`src/rtl/aux_out_ctrl.sv`:
```
// aux_out_ctrl: register-programmed driver for the auxiliary output pins.
// Holds DATA/OE registers with atomic set/clear/toggle access and a timed
// one-shot pulse that inverts a pin mask for PULSE_LEN cycles. Pin outputs
// and read data are fully registered so the pad ring never sees decode glitches.
module aux_out_ctrl #(
    parameter int               WIDTH    = 32,
    parameter int               PW       = 16,
    parameter logic [WIDTH-1:0] DATA_RST = '0,
    parameter logic [WIDTH-1:0] OE_RST   = '0
) (
    input  logic             sys_clk,
    input  logic             sys_rst,
    input  logic             wr_en,
    input  logic [2:0]       wr_addr,
    input  logic [WIDTH-1:0] wr_data,
    input  logic             rd_en,
    input  logic [2:0]       rd_addr,
    output logic [WIDTH-1:0] rd_data,
    output logic             rd_valid,
    output logic [WIDTH-1:0] aux_out,
    output logic [WIDTH-1:0] aux_oe,
    output logic             pulse_busy
);

    localparam logic [2:0] A_DATA  = 3'd0;
    localparam logic [2:0] A_SET   = 3'd1;
    localparam logic [2:0] A_CLR   = 3'd2;
    localparam logic [2:0] A_TGL   = 3'd3;
    localparam logic [2:0] A_OE    = 3'd4;
    localparam logic [2:0] A_PLEN  = 3'd5;
    localparam logic [2:0] A_PULSE = 3'd6;

    typedef enum logic {
        S_IDLE,
        S_ACTIVE
    } state_t;

    state_t           r_state;
    logic [WIDTH-1:0] r_data;
    logic [WIDTH-1:0] r_oe;
    logic [PW-1:0]    r_plen;
    logic [WIDTH-1:0] r_pmask;
    logic [PW-1:0]    r_cnt;
    logic             r_busy;
    logic [WIDTH-1:0] r_aux_out;
    logic [WIDTH-1:0] r_aux_oe;
    logic [WIDTH-1:0] r_rd_data;
    logic             r_rd_valid;

    logic             w_pulse_start;
    logic [WIDTH-1:0] w_pmask_eff;
    logic [WIDTH-1:0] w_rd_mux;

    // A pulse only starts from IDLE with a non-zero length and a non-empty mask;
    // the length used is the one stored before this cycle's writes.
    assign w_pulse_start = wr_en && (wr_addr == A_PULSE) && (r_state == S_IDLE)
                           && (r_plen != '0) && (wr_data != '0);

    assign w_pmask_eff = (r_state == S_ACTIVE) ? r_pmask : '0;

    // Read mux sees register values from before any same-cycle write.
    always_comb begin
        w_rd_mux = '0;
        case (rd_addr)
            A_DATA:  w_rd_mux = r_data;
            A_OE:    w_rd_mux = r_oe;
            A_PLEN:  w_rd_mux = WIDTH'(r_plen);
            A_PULSE: w_rd_mux = w_pmask_eff;
            default: w_rd_mux = '0;
        endcase
    end

    // DATA register with plain write and atomic set/clear/toggle.
    always_ff @(posedge sys_clk or posedge sys_rst) begin
        if (sys_rst) begin
            r_data <= DATA_RST;
        end else if (wr_en) begin
            case (wr_addr)
                A_DATA:  r_data <= wr_data;
                A_SET:   r_data <= r_data | wr_data;
                A_CLR:   r_data <= r_data & ~wr_data;
                A_TGL:   r_data <= r_data ^ wr_data;
                default: r_data <= r_data;
            endcase
        end
    end

    // Output-enable and pulse-length configuration registers.
    always_ff @(posedge sys_clk or posedge sys_rst) begin
        if (sys_rst) begin
            r_oe   <= OE_RST;
            r_plen <= '0;
        end else if (wr_en) begin
            if (wr_addr == A_OE)
                r_oe <= wr_data;
            if (wr_addr == A_PLEN)
                r_plen <= wr_data[PW-1:0];
        end
    end

    // Pulse FSM: counts PULSE_LEN-1 down to 0 while the mask is applied,
    // then drops back to IDLE; the counter never wraps.
    always_ff @(posedge sys_clk or posedge sys_rst) begin
        if (sys_rst) begin
            r_state <= S_IDLE;
            r_pmask <= '0;
            r_cnt   <= '0;
            r_busy  <= 1'b0;
        end else begin
            case (r_state)
                S_IDLE: begin
                    if (w_pulse_start) begin
                        r_state <= S_ACTIVE;
                        r_pmask <= wr_data;
                        r_cnt   <= r_plen - PW'(1);
                        r_busy  <= 1'b1;
                    end
                end
                S_ACTIVE: begin
                    if (r_cnt == '0) begin
                        r_state <= S_IDLE;
                        r_pmask <= '0;
                        r_busy  <= 1'b0;
                    end else begin
                        r_cnt <= r_cnt - PW'(1);
                    end
                end
                default: begin
                    r_state <= S_IDLE;
                    r_pmask <= '0;
                    r_cnt   <= '0;
                    r_busy  <= 1'b0;
                end
            endcase
        end
    end

    // Pin registers: DATA with the active pulse mask inverted; OE passes straight through.
    always_ff @(posedge sys_clk or posedge sys_rst) begin
        if (sys_rst) begin
            r_aux_out <= DATA_RST;
            r_aux_oe  <= OE_RST;
        end else begin
            r_aux_out <= r_data ^ w_pmask_eff;
            r_aux_oe  <= r_oe;
        end
    end

    // Read port: one-cycle latency, data held while no read is pending.
    always_ff @(posedge sys_clk or posedge sys_rst) begin
        if (sys_rst) begin
            r_rd_data  <= '0;
            r_rd_valid <= 1'b0;
        end else begin
            r_rd_valid <= rd_en;
            if (rd_en)
                r_rd_data <= w_rd_mux;
        end
    end

    assign rd_data    = r_rd_data;
    assign rd_valid   = r_rd_valid;
    assign aux_out    = r_aux_out;
    assign aux_oe     = r_aux_oe;
    assign pulse_busy = r_busy;

endmodule

```
`config.mk`:
```
export PLATFORM = sky130hd
export DESIGN_NAME = aux_out_ctrl
export DESIGN_NICKNAME = d
export VERILOG_FILES = /design/src/rtl/aux_out_ctrl.sv
export SDC_FILE = /design/constraint.sdc
export NUM_CORES = 1
export LEC_CHECK = 0
export CORE_ASPECT_RATIO = 0.5
export CORE_MARGIN = 5
export CORE_UTILIZATION = 42
export CTS_CLUSTER_SIZE = 10
export DETAILED_ROUTE_END_ITERATION = 10
export RECOVER_POWER = 50
export SYNTH_ARGS = -nofsm -noshare
export SYNTH_HDL_FRONTEND = slang
export SYNTH_SLANG_ARGS = --single-unit
```
`constraint.sdc`:
```
create_clock -name sys_clk -period 10.06 [get_ports sys_clk]
set_clock_uncertainty 0.05 [all_clocks]
set_input_delay 1.509 -clock sys_clk [delete_from_list [all_inputs] [get_ports sys_clk]]
set_output_delay 1.509 -clock sys_clk [all_outputs]
set_load 0.1 [all_outputs]
```
**Yosys cells after proc, flatten, opt, wreduce, memory -nomap -nowiden**

Index checks and enable logic that the tools add are counted.

- Register bits: 227

- $add $sub $neg: 2
- Eq/ne operators: 12
- Mux-type cells: 15
- Bitwise logic cells: 6
- Reductions and logical operators: 15

Operators with widths:

| kind | count |
|---|---|
| $pmux 32 s4 | 2 |
| $mux 32 | 3 |
| $pmux 32 s2 | 1 |
| $xor 32x32->32 | 2 |
| $and 32x32->32 | 1 |
| $mux 16 | 2 |
| $not 32->32 | 1 |
| $or 32x32->32 | 1 |
| $pmux 16 s2 | 1 |
| $reduce_bool 32->1 | 1 |
| $sub 16x1->16 const B | 2 |
| $eq 3x3->1 const B | 6 |
| $logic_not 16->1 | 1 |
| $reduce_bool 16->1 | 1 |
| $reduce_and 2->1 | 5 |
| $eq 3x2->1 const B | 2 |
| $logic_not 3->1 | 2 |
| $logic_and 1x1->1 | 4 |
| $mux 1 | 4 |
| $ne 2x2->1 const B | 2 |
| $pmux 1 s2 | 2 |
| $reduce_bool 4->1 | 1 |
| $eq 3x1->1 const B | 1 |
| $ne 2x1->1 const B | 1 |
| $not 1->1 | 1 |

**Logic depth before layout (Yosys ltp)**

Gate-level depths: netlist of run 1.

- Depth after elaboration: 7
- Depth in mapped cells: 12

**Worst setup path before layout of run 1**

Ideal clock, no wire load.

- Path kind: input to register
- Start point: input wr_addr[0]
- End point: register r_cnt[3]
- Library setup time: 0.104 ns
- Data arrival time: 2.948 ns
- Data required time: 9.906 ns
- Path slack: 6.958 ns
- Stages on the path: 6
- Buffers on the path: 2
- Cell sequence: buf_2 or4b_1 nor3_4 buf_4 nor3_1 a221oi_1

- Word-level cells in the longest chain between the ends: 7

Ends and longest elaborated chain:

| element | RTL line | source |
|---|---|---|
| start: declaration | 14 | `input logic [2:0] wr_addr,` |
| $eq 3x3->1 | 56 | `assign w_pulse_start = wr_en && (wr_addr == A_PULSE) && (r_state == S_IDLE)` |
| $logic_and 1x1->1 (2 in a row) | 56 |  |
| $logic_and 1x1->1 (2 in a row) | 57 | `&& (r_plen != '0) && (wr_data != '0);` |
| $ne 2x2->1 (no source line) | -- |  |
| $reduce_and 2->1 (no source line) | -- |  |
| end signal: assignment | 115 | `r_cnt <= r_plen - PW'(1);` |
| end signal: assignment | 125 | `r_cnt <= r_cnt - PW'(1);` |
| end: declaration | 43 | `logic [PW-1:0] r_cnt;` |

No other way between the ends.
A chain may end at the register's enable or synchronous reset.

**Worst setup path after layout of run 1**

- Start point: input wr_addr[1]
- End point: register r_oe[2]

- Word-level cells in the longest chain between the ends: 2

Ends and longest elaborated chain:

| element | RTL line | source |
|---|---|---|
| $eq 3x3->1 | 94 | `if (wr_addr == A_OE)` |
| $reduce_and 2->1 (no source line) | -- |  |
| end signal: assignment | 95 | `r_oe <= wr_data;` |
| end: declaration | 40 | `logic [WIDTH-1:0] r_oe;` |

No other way between the ends.

==> results of run 1 <==
[Yosys cell counts (10+ instances only)]
cell | count | area share (%)
nor3_1 | 22 | 0.95
buf_2 | 13 | 0.56
a22oi_1 | 47 | 3.1
o21ai_1 | 16 | 0.69
mux2_2 | 33 | 3.2
clkbuf_1 | 52 | 1.7
xnor2_1 | 43 | 3.3
o22ai_1 | 36 | 1.9
a21oi_1 | 42 | 1.8
nor4_1 | 10 | 0.54
nand2_1 | 166 | 5.4
mux2i_1 | 52 | 4.5
ha_1 | 65 | 7.0
nor2_1 | 50 | 1.6
dfrtp_1 | 227 | 49
o21ai_0 | 115 | 5.0
inv_1 | 105 | 3.4
[metrics by stage]
step | area [sq um] | util, % | instances | total power (W) | setup WS, ns
finish | 13900 | 51.9 | 1633 | 0.00387 | 4.09
detailed placement | 13200 | 49.4 | 1604 | 0.00306 | 5.67
CTS | 13900 | 52.0 | 1633 | 0.00390 | 6.24
floorplan | 11600 | - | 1170 | 0.00261 | 2.28
global route | 13900 | 51.9 | 1633 | 0.00406 | 3.85
global placement | 13200 | 49.4 | 1604 | 0.00302 | 5.75
[per-layer routing]
layer,part of all wire [%],vias to the layer above,track usage (%)
met5,0,-,0
met4,2.4,0,5.47
met3,5.3,64,3.82
met2,47,260,35.7
met1,45,4518,29.1
li1,-,4199,-
[area by class of cell]
| cell class | instances | area, sq um | share of cell area (%) |
|---|---|---|---|
| Sequential cell | 227 | 5680 | 40.9 |
| Multi-Input combinational cell | 762 | 5150 | 37.1 |
| Timing Repair Buffer | 156 | 1500 | 10.8 |
| Clock buffer | 29 | 693 | 5.00 |
| Tap cell | 352 | 440 | 3.17 |
| Inverter | 107 | 403 | 2.90 |
[cell families after synthesis]
kind of cell	share of synthesized area, %
xor gates and xnor gates	3.87
muxes	8.05
adders and majority gates	7.04
AOI/OAI and AO/OA	14.4
DFF	49.2
and+or+nand+nor	11.1
buffers and inverters	6.38
[power by group]
part	switching (W)	internal (W)
registers	0.000234	0.00117
logic	0.00117	0.000458
clock network	0.000357	0.000476
[path summary, 6_finish.rpt]
| check | startpoint | endpoint | slack, ns | depth (start not counted) |
|---|---|---|---|---|
| min reg2reg | r_oe[30]$_DFFE_PP0P_ | aux_oe[30]$_DFF_PP0_ | 0.35 | 0 |
| min in group asynchronous | sys_rst | aux_oe[20]$_DFF_PP0_ | 2.66 | 2 |
| max | wr_addr[1] | r_oe[2]$_DFFE_PP0P_ | 4.09 | 5 |
| max in group asynchronous | sys_rst | aux_out[29]$_DFF_PP0_ | 5.01 | 3 |
| min | r_oe[30]$_DFFE_PP0P_ | aux_oe[30]$_DFF_PP0_ | 0.35 | 0 |
| max reg2reg | r_state$_DFF_PP0_ | r_pmask[18]$_DFFE_PP0P_ | 5.11 | 4 |
[worst max-delay path, delay by kind of cell]
kind	cells	cell delay, ns
multiplexers	1	0.39
buffers and inverters	3	1.98
AND/OR/NAND/NOR	1	2.42
[flip-flops by register name (all words and copies together), names as in the netlist]
register	count
aux_oe	32
aux_out	32
pulse_busy	1
r_cnt	16
r_data	32
r_oe	32
r_plen	16
r_pmask	32
r_state	1
rd_data	32
rd_valid	1
==> metrics.md, run 1 <==
| Metric | Value |
|---|---|
| FF+latch count, synth | 227 |
| Sequential fraction of the synthesis area | 49.2% |
| Synthesized area per cell | 9.87 sq um |
| Height of the die | 127 microns |
| Min Hold Slack | 0.350 ns |
| F_max | 0.168 GHz |
| Fin nets | 1387 |
| Synthesized area | 0.0116 sq mm |
| Post-CTS sizing | 0 |
| Number of max-cap violations | 5 |
| Finish-stage setup viols | 0 |
| # Post-CTS Setup Buffers | 0 |
| Tmin final | between 5 and 6 ns |
| PwrDens | ~280 mW/mm^2 |
| Number of global-route vias before repair | roughly 9400 |
| Clk sinks | around 230 |
| Most frequent cells in the layout | dfrtp_1, nand2_1, clkdlybuf4s50_1, o21ai_0, inv_1 |
| Die W | 245 microns |
| Setup repair after global routing missed its margin | no |
| Final period util | 59.3% |
| Failing checks | capacitance limit, slew limit |
| Library cells used by synthesis | 52 |
| Post-Syn Nets | 1277 |
| Layout cell share with drive strength beyond 1 | ~8.0% |
| Clock Path Buffers | 3 |
| Worst path cell trace | dlygate4sd3_1, clkbuf_1, nor3_1, buf_4, mux2_2 |
| Post-DP HPWL | ~22000 microns |
| Global-route wire length before repair | 53400 microns |
| Drt wl/cell | 20.3 microns |
| Commonest non-fill, non-tap cell in the layout | dfrtp_1 |
| GRT overflow | 0 |
| Drc violations | 0 |
| CP max stage cell | nor3_1 |
| CTS root buffer | clkbuf_16 |
| Vias per cell | 5.54 |
| Die area | about 0.031 sq mm |
| Crit. End Element | flop |
| Sum of negative setup slack | 0 ns |
| Total number of vias | 9041 |
| Iteration-0 DRC Markers | 852 |
| Port Buffer Count | 139 |
| Synth Flop Type | dfrtp_1 |
| Final wirelength | around 33000 microns |
| CP required | 10.43 ns |
| Layout fillers | 2367 |
| Final ANT Viol Nets | 0 |
| Ys async rst share | between 90% and 100% |
| Clk pin slew, worst setup/hold paths | about 0.060 ns |
| FP Rows | 42 |
| Worst EP arrival | 6.34 ns |
| Leakage | about 6.1 nW |
| Slew @ Worst Pin | 4.26 ns |
| Worst VDD drop | 0.000147 V |
| Worst skew pair latency | 0.54 ns |
| Router iterations before antenna repair | 5 |
| Max-slew violations | 232 |
| Cells after synthesis | 1170 |
| Number of diodes | 0 |
| GP Congestion | 0.847 |
| Core area | roughly 0.027 sq mm |
| CP max FO | 36 |
| Initial Util | around 43% |
| Count of final hold-check violations | 0 |
| CTS H-tree depth | 1 |
| Area grow syn2layout | 20.1% |
| Status | finished with violations |
| Largest net degree at the start of global routing | 95 |
| Post-synth EDFFs | 0 |
| Setup CP Type | in -> reg |
| Slew Limit Headroom | -185% |
| CTS buffer count | 26 |
| CTS tree | yes |
| Biggest cell delay along the critical path | 2.42 ns |
| CTS Hold Bufs | 0 |
| Boundary pin count | 140 |
| Initial antenna violation count | 0 |
| Hold Path Class | reg -> reg |
| Critical Path Start Type | primary input |
| Ys Warns | 0 |
| Gr usage total | between 20% and 30% |
(Power assumes the default switching activity.)
==> run 2, diff against run 1 <==
Settings changed: PLACE_DENSITY from default to 0.65.
Clock period 10.06 ns to 4.8 ns, I/O delays scaled along.
==> metrics.md, run 2 (synthesis gave the netlist of run 1 again) <==
| Metric | Value |
|---|---|
| Status | finished with violations |
| Failing checks | capacitance limit, slew limit |
| Hold Path Class | reg -> reg |
| Largest net degree at the start of global routing | 122 |
| Final ANT Viol Nets | 0 |
| Post-CTS sizing | 0 |
| Area grow syn2layout | 20.9% |
| Iteration-0 DRC Markers | 832 |
| PwrDens | 579 mW/mm^2 |
| Number of max-cap violations | 1 |
| Setup CP Type | in -> reg |
| Initial antenna violation count | 0 |
| Min-delay src | r_oe[26]$_DFFE_PP0P_ |
| Leakage | 6.16 nW |
| Drc violations | 0 |
| Port Buffer Count | approximately 140 |
| Worst hold stages | 0 |
| F_max | 0.284 GHz |
| Sum of negative setup slack | 0 ns |
| Clock Path Buffers | 3 |
| Boundary pin count | 140 |
| Final wirelength | 33100 microns |
| Min Hold Slack | approximately 0.35 ns |
| Clk pin slew, worst setup/hold paths | 0.05 ns |
| Finish-stage setup viols | 0 |
| Gr usage total | between 20% and 30% |
| Setup repair after global routing missed its margin | no |
| Final period util | 73.4% |
| # Post-CTS Setup Buffers | 0 |
| Core area | 0.0267 sq mm |
| Slew @ Worst Pin | roughly 2.0 ns |
| GP Congestion | 0.870 |
| Height of the die | 127 microns |
| Max-slew violations | 35 |
| Fin nets | 1394 |
| Worst VDD drop | approximately 0.00027 V |
| Post-DP HPWL | 22100 microns |
| Layout cell share with drive strength beyond 1 | under 10% |
| Layout fillers | 2382 |
| Count of final hold-check violations | 0 |
| FP Rows | 42 |
| Global-route wire length before repair | 53200 microns |
| Number of diodes | 0 |
| CTS root buffer | clkbuf_16 |
| Tmin final | approximately 3.5 ns |
| FF+latch area | 0.00568 sq mm |
| Commonest non-fill, non-tap cell in the layout | dfrtp_1 |
| CTS Hold Bufs | 0 |
| Die area | 0.0311 sq mm |
| Reg-to-Reg End | r_cnt[3]$_DFFE_PP0P_ |
| Worst skew pair latency | between 0.5 and 0.6 ns |
| Slew Limit Headroom | -33.1% |
| Vias per cell | 5.56 |
| WHS Endpoint | aux_oe[26]$_DFF_PP0_ |
| Router iterations before antenna repair | 5 |
| Reg2reg setup slack | 1.72 ns |
| Total number of vias | 9125 |
| Worst EP arrival | roughly 3.9 ns |
| Die W | 245 microns |
| Most frequent cells in the layout | dfrtp_1, nand2_1, clkdlybuf4s50_1, o21ai_0, inv_1 |
| FF-to-FF path depth | 5 |
| CTS H-tree depth | 1 |
| Drt wl/cell | 20.1 microns |
| Number of global-route vias before repair | 9514 |
| CTS buffer count | 26 |
| Critical Path Start Type | primary input |
| Clk sinks | between 200 and 250 |
| R2r startpoint | r_state$_DFF_PP0_ |
| CP required | 5.18 ns |
| GRT overflow | 0 |
| CTS tree | yes |
| Crit. End Element | flop |
| CP startpoint | rd_en |
| Initial Util | 43.2% |
| CP max FO | 34 |
| Area of the multi-input gates | 0.00516 sq mm |
==> run 2: worst max-delay path, cell delays in order <==
cell	delay (ns)
clkdlybuf4s50_1	0.45
clkbuf_1	1.43
o21ai_2	0.66
buf_4	0.44
o22ai_1	0.18
==> run 2: worst max path at each step <==
stage | end | slack, ns | cells past startpoint
after global placement | r_cnt[3]$_DFFE_PP0P_ | 1.33 | 7
after detailed placement | r_cnt[3]$_DFFE_PP0P_ | 1.24 | 7
after global routing | rd_data[27]$_DFFE_PP0P_ | 1.17 | 5
final | rd_data[28]$_DFFE_PP0P_ | 1.28 | 5
after CTS | r_cnt[3]$_DFFE_PP0P_ | 1.76 | 5
after floorplan | aux_oe[0]$_DFF_PP0_ | 1.06 | 1
==> run 2: power breakdown <==
group          leakage (nW)  switching (W)  internal (W)
sequential             2.78       0.000504       0.00246
clock                 0.337       0.000744      0.000974
combinational          3.04        0.00245      0.000959
total                  6.16        0.00370       0.00439
==> run 2: layer usage <==
metal / routed length (microns) / vias to the layer above / track usage (%) / share of wire (%)
met5: 0 / - / 0 / 0
met1: 14200 / 4547 / 27.9 / 43
li1: - / 4214 / - / -
met4: 882 / 0 / 6.26 / 2.7
met2: 16100 / 301 / 36.4 / 49
met3: 1840 / 63 / 3.53 / 5.6
==> run 2: final cells by class <==
class                   count  share of cell area, %
clock buffers              29                   4.81
clock inverters             1                  0.117
inverters                 107                   2.89
well taps                 352                   3.15
repair buffers            163                   11.4
flip-flops and latches    227                   40.7
multi-input cells         762                   36.9
==> run 2: metrics by stage <==
step	instances	setup WS, ns	power, W	area [sq um]	utilization (%)
6_report	1641	1.28	0.00809	14000	52.2
5_1_grt	1641	1.17	0.00848	14000	52.2
4_1_cts	1641	1.76	0.00815	14000	52.2
3_5_place_dp	1611	1.24	0.00640	13300	49.6
3_3_place_gp	1611	1.33	0.00633	13300	49.6
2_1_floorplan	1170	1.06	0.00547	11600	-
==> run 3, diff against run 2 <==
Clock period 4.8 ns to 3 ns, I/O delays scaled along.
==> metrics.md, run 3 (synthesis gave the netlist of run 1 again) <==
| Metric | Value |
|---|---|
| Fin nets | 1426 |
| Layout cell share with drive strength beyond 1 | roughly 18% |
| Gr usage total | 22.2% |
| CTS root buffer | clkbuf_16 |
| Critical Path Start Type | flop |
| Setup ws final | 0.352 ns |
| Worst skew pair latency | 0.54 ns |
| Worst slack at placement | between 0.07 and 0.08 ns |
| CP required | around 3.4 ns |
| Total number of vias | 9335 |
| Drt wl/cell | 20.9 microns |
| F_max | 0.378 GHz |
| Worst VDD drop | 0.000449 V |
| CP max FO | 16 |
| Final wirelength | 34900 microns |
| Min Hold Slack | between 0.3 and 0.4 ns |
| Count of final hold-check violations | 0 |
| Clock Path Buffers | 3 |
| Drc violations | 0 |
| Port Buffer Count | ~140 |
| Commonest non-fill, non-tap cell in the layout | dfrtp_1 |
| Area of the multi-input gates | ~0.005 sq mm |
| Clk sinks | between 200 and 250 |
| Initial Util | 43.2% |
| Boundary pin count | 140 |
| Final ANT Viol Nets | 0 |
| Setup CP Type | reg -> reg |
| Router iterations before antenna repair | 5 |
| Finish-stage setup viols | 0 |
| Die area | 0.0311 sq mm |
| CTS Hold Bufs | 0 |
| Final period util | 88.3% |
| Max-slew violations | 0 |
| PwrDens | 925 mW/mm^2 |
| Largest net degree at the start of global routing | 80 |
| Number of diodes | 0 |
| Die W | around 240 microns |
| Slew Limit Headroom | 6.25% |
| Slew @ Worst Pin | 1.41 ns |
| CTS tree | yes |
| Number of max-cap violations | 0 |
| Initial antenna violation count | 0 |
| Iteration-0 DRC Markers | between 700 and 800 |
| Post-CTS sizing | 0 |
| Height of the die | 127 microns |
| FF+latch area | 0.00568 sq mm |
| GRT overflow | 0 |
| # Post-CTS Setup Buffers | 0 |
| Number of global-route vias before repair | 9716 |
| Area grow syn2layout | 20.9% |
| Hold Path Class | reg -> reg |
| GP Congestion | roughly 0.9 |
| Clk pin slew, worst setup/hold paths | about 0.060 ns |
| CTS H-tree depth | 1 |
| Most frequent cells in the layout | dfrtp_1, nand2_1, buf_4, o21ai_0, inv_1 |
| Setup repair after global routing missed its margin | no |
| Leakage | 6.43 nW |
| Crit. End Element | flop |
| Status | finished, final reports clean |
| Tmin final | around 2.6 ns |
| FP Rows | 42 |
| Post-DP HPWL | 23500 microns |
| Layout fillers | 2391 |
| Core area | approximately 0.027 sq mm |
| Vias per cell | 5.58 |
| CTS buffer count | 26 |
| Global-route wire length before repair | 55300 microns |
| Worst EP arrival | between 3 and 4 ns |
==> run 3: changes by cell type in the layout (fill, tap and decap cells not counted), sizes merged <==
cell | before | now
clkdlybuf4s50 | 137 | 39
clkinv | 1 | 0
buf | 24 | 144
clkbuf | 30 | 40
==> run 3: power breakdown <==
| part | internal, W | switching, W |
|---|---|---|
| clock network | 0.00160 | 0.00121 |
| logic | 0.00143 | 0.00399 |
| registers | 0.00393 | 0.000759 |
| total | 0.00696 | 0.00596 |
==> run 3: final timing paths <==
kind	start	end	slack, ns	depth (start not counted)
max in group asynchronous	sys_rst	aux_out[4]$_DFF_PP0_	0.80	3
hold reg to reg	r_oe[31]$_DFFE_PP0P_	aux_oe[31]$_DFF_PP0_	0.35	0
setup / recovery	r_state$_DFF_PP0_	r_cnt[15]$_DFFE_PP0P_	0.35	7
hold / removal	r_oe[31]$_DFFE_PP0P_	aux_oe[31]$_DFF_PP0_	0.35	0
min in group asynchronous	sys_rst	aux_out[22]$_DFF_PP0_	0.43	2
setup reg to reg	r_state$_DFF_PP0_	r_cnt[15]$_DFFE_PP0P_	0.35	7
==> run 3: final cells by class <==
cell class | count | share of cell area (%)
clock buffer | 29 | 4.96
inverter | 107 | 2.88
multi-input combinational | 762 | 36.9
sequential | 227 | 40.7
tap | 352 | 3.15
timing repair buffer | 195 | 11.5
==> run 3: layer usage <==
metal / vias to the layer above / track usage [%] / share of wire [%] / routed length (microns)
li1: 4275 / - / - / -
met1: 4705 / 30.0 / 44 / 15300
met2: 286 / 37.7 / 48 / 16800
met3: 69 / 3.69 / 5.5 / 1910
met4: 0 / 6.03 / 2.5 / 883
met5: - / 0 / 0 / 0
==> run 3: metrics by stage <==
step | TNS (ns) | util (%) | instance area [sq um] | power, W | instances
floorplan | -105.78 | - | 11600 | 0.00875 | 1170
global placement | 0 | 49.9 | 13300 | 0.0101 | 1643
detailed placement | 0 | 49.9 | 13300 | 0.0102 | 1643
CTS | 0 | 52.5 | 14000 | 0.0130 | 1672
global route | 0 | 52.2 | 14000 | 0.0135 | 1672
finish | 0 | 52.2 | 14000 | 0.0129 | 1672
==> run 3: worst max-delay path: stages (launching register included) <==
cell and delay [ns]:
dfrtp_2 0.59, buf_4 0.34, nor4b_2 0.43, a32oi_2 0.24, nor3_2 0.39, nand3_1 0.19
xor2_1 0.18, a21oi_1 0.16
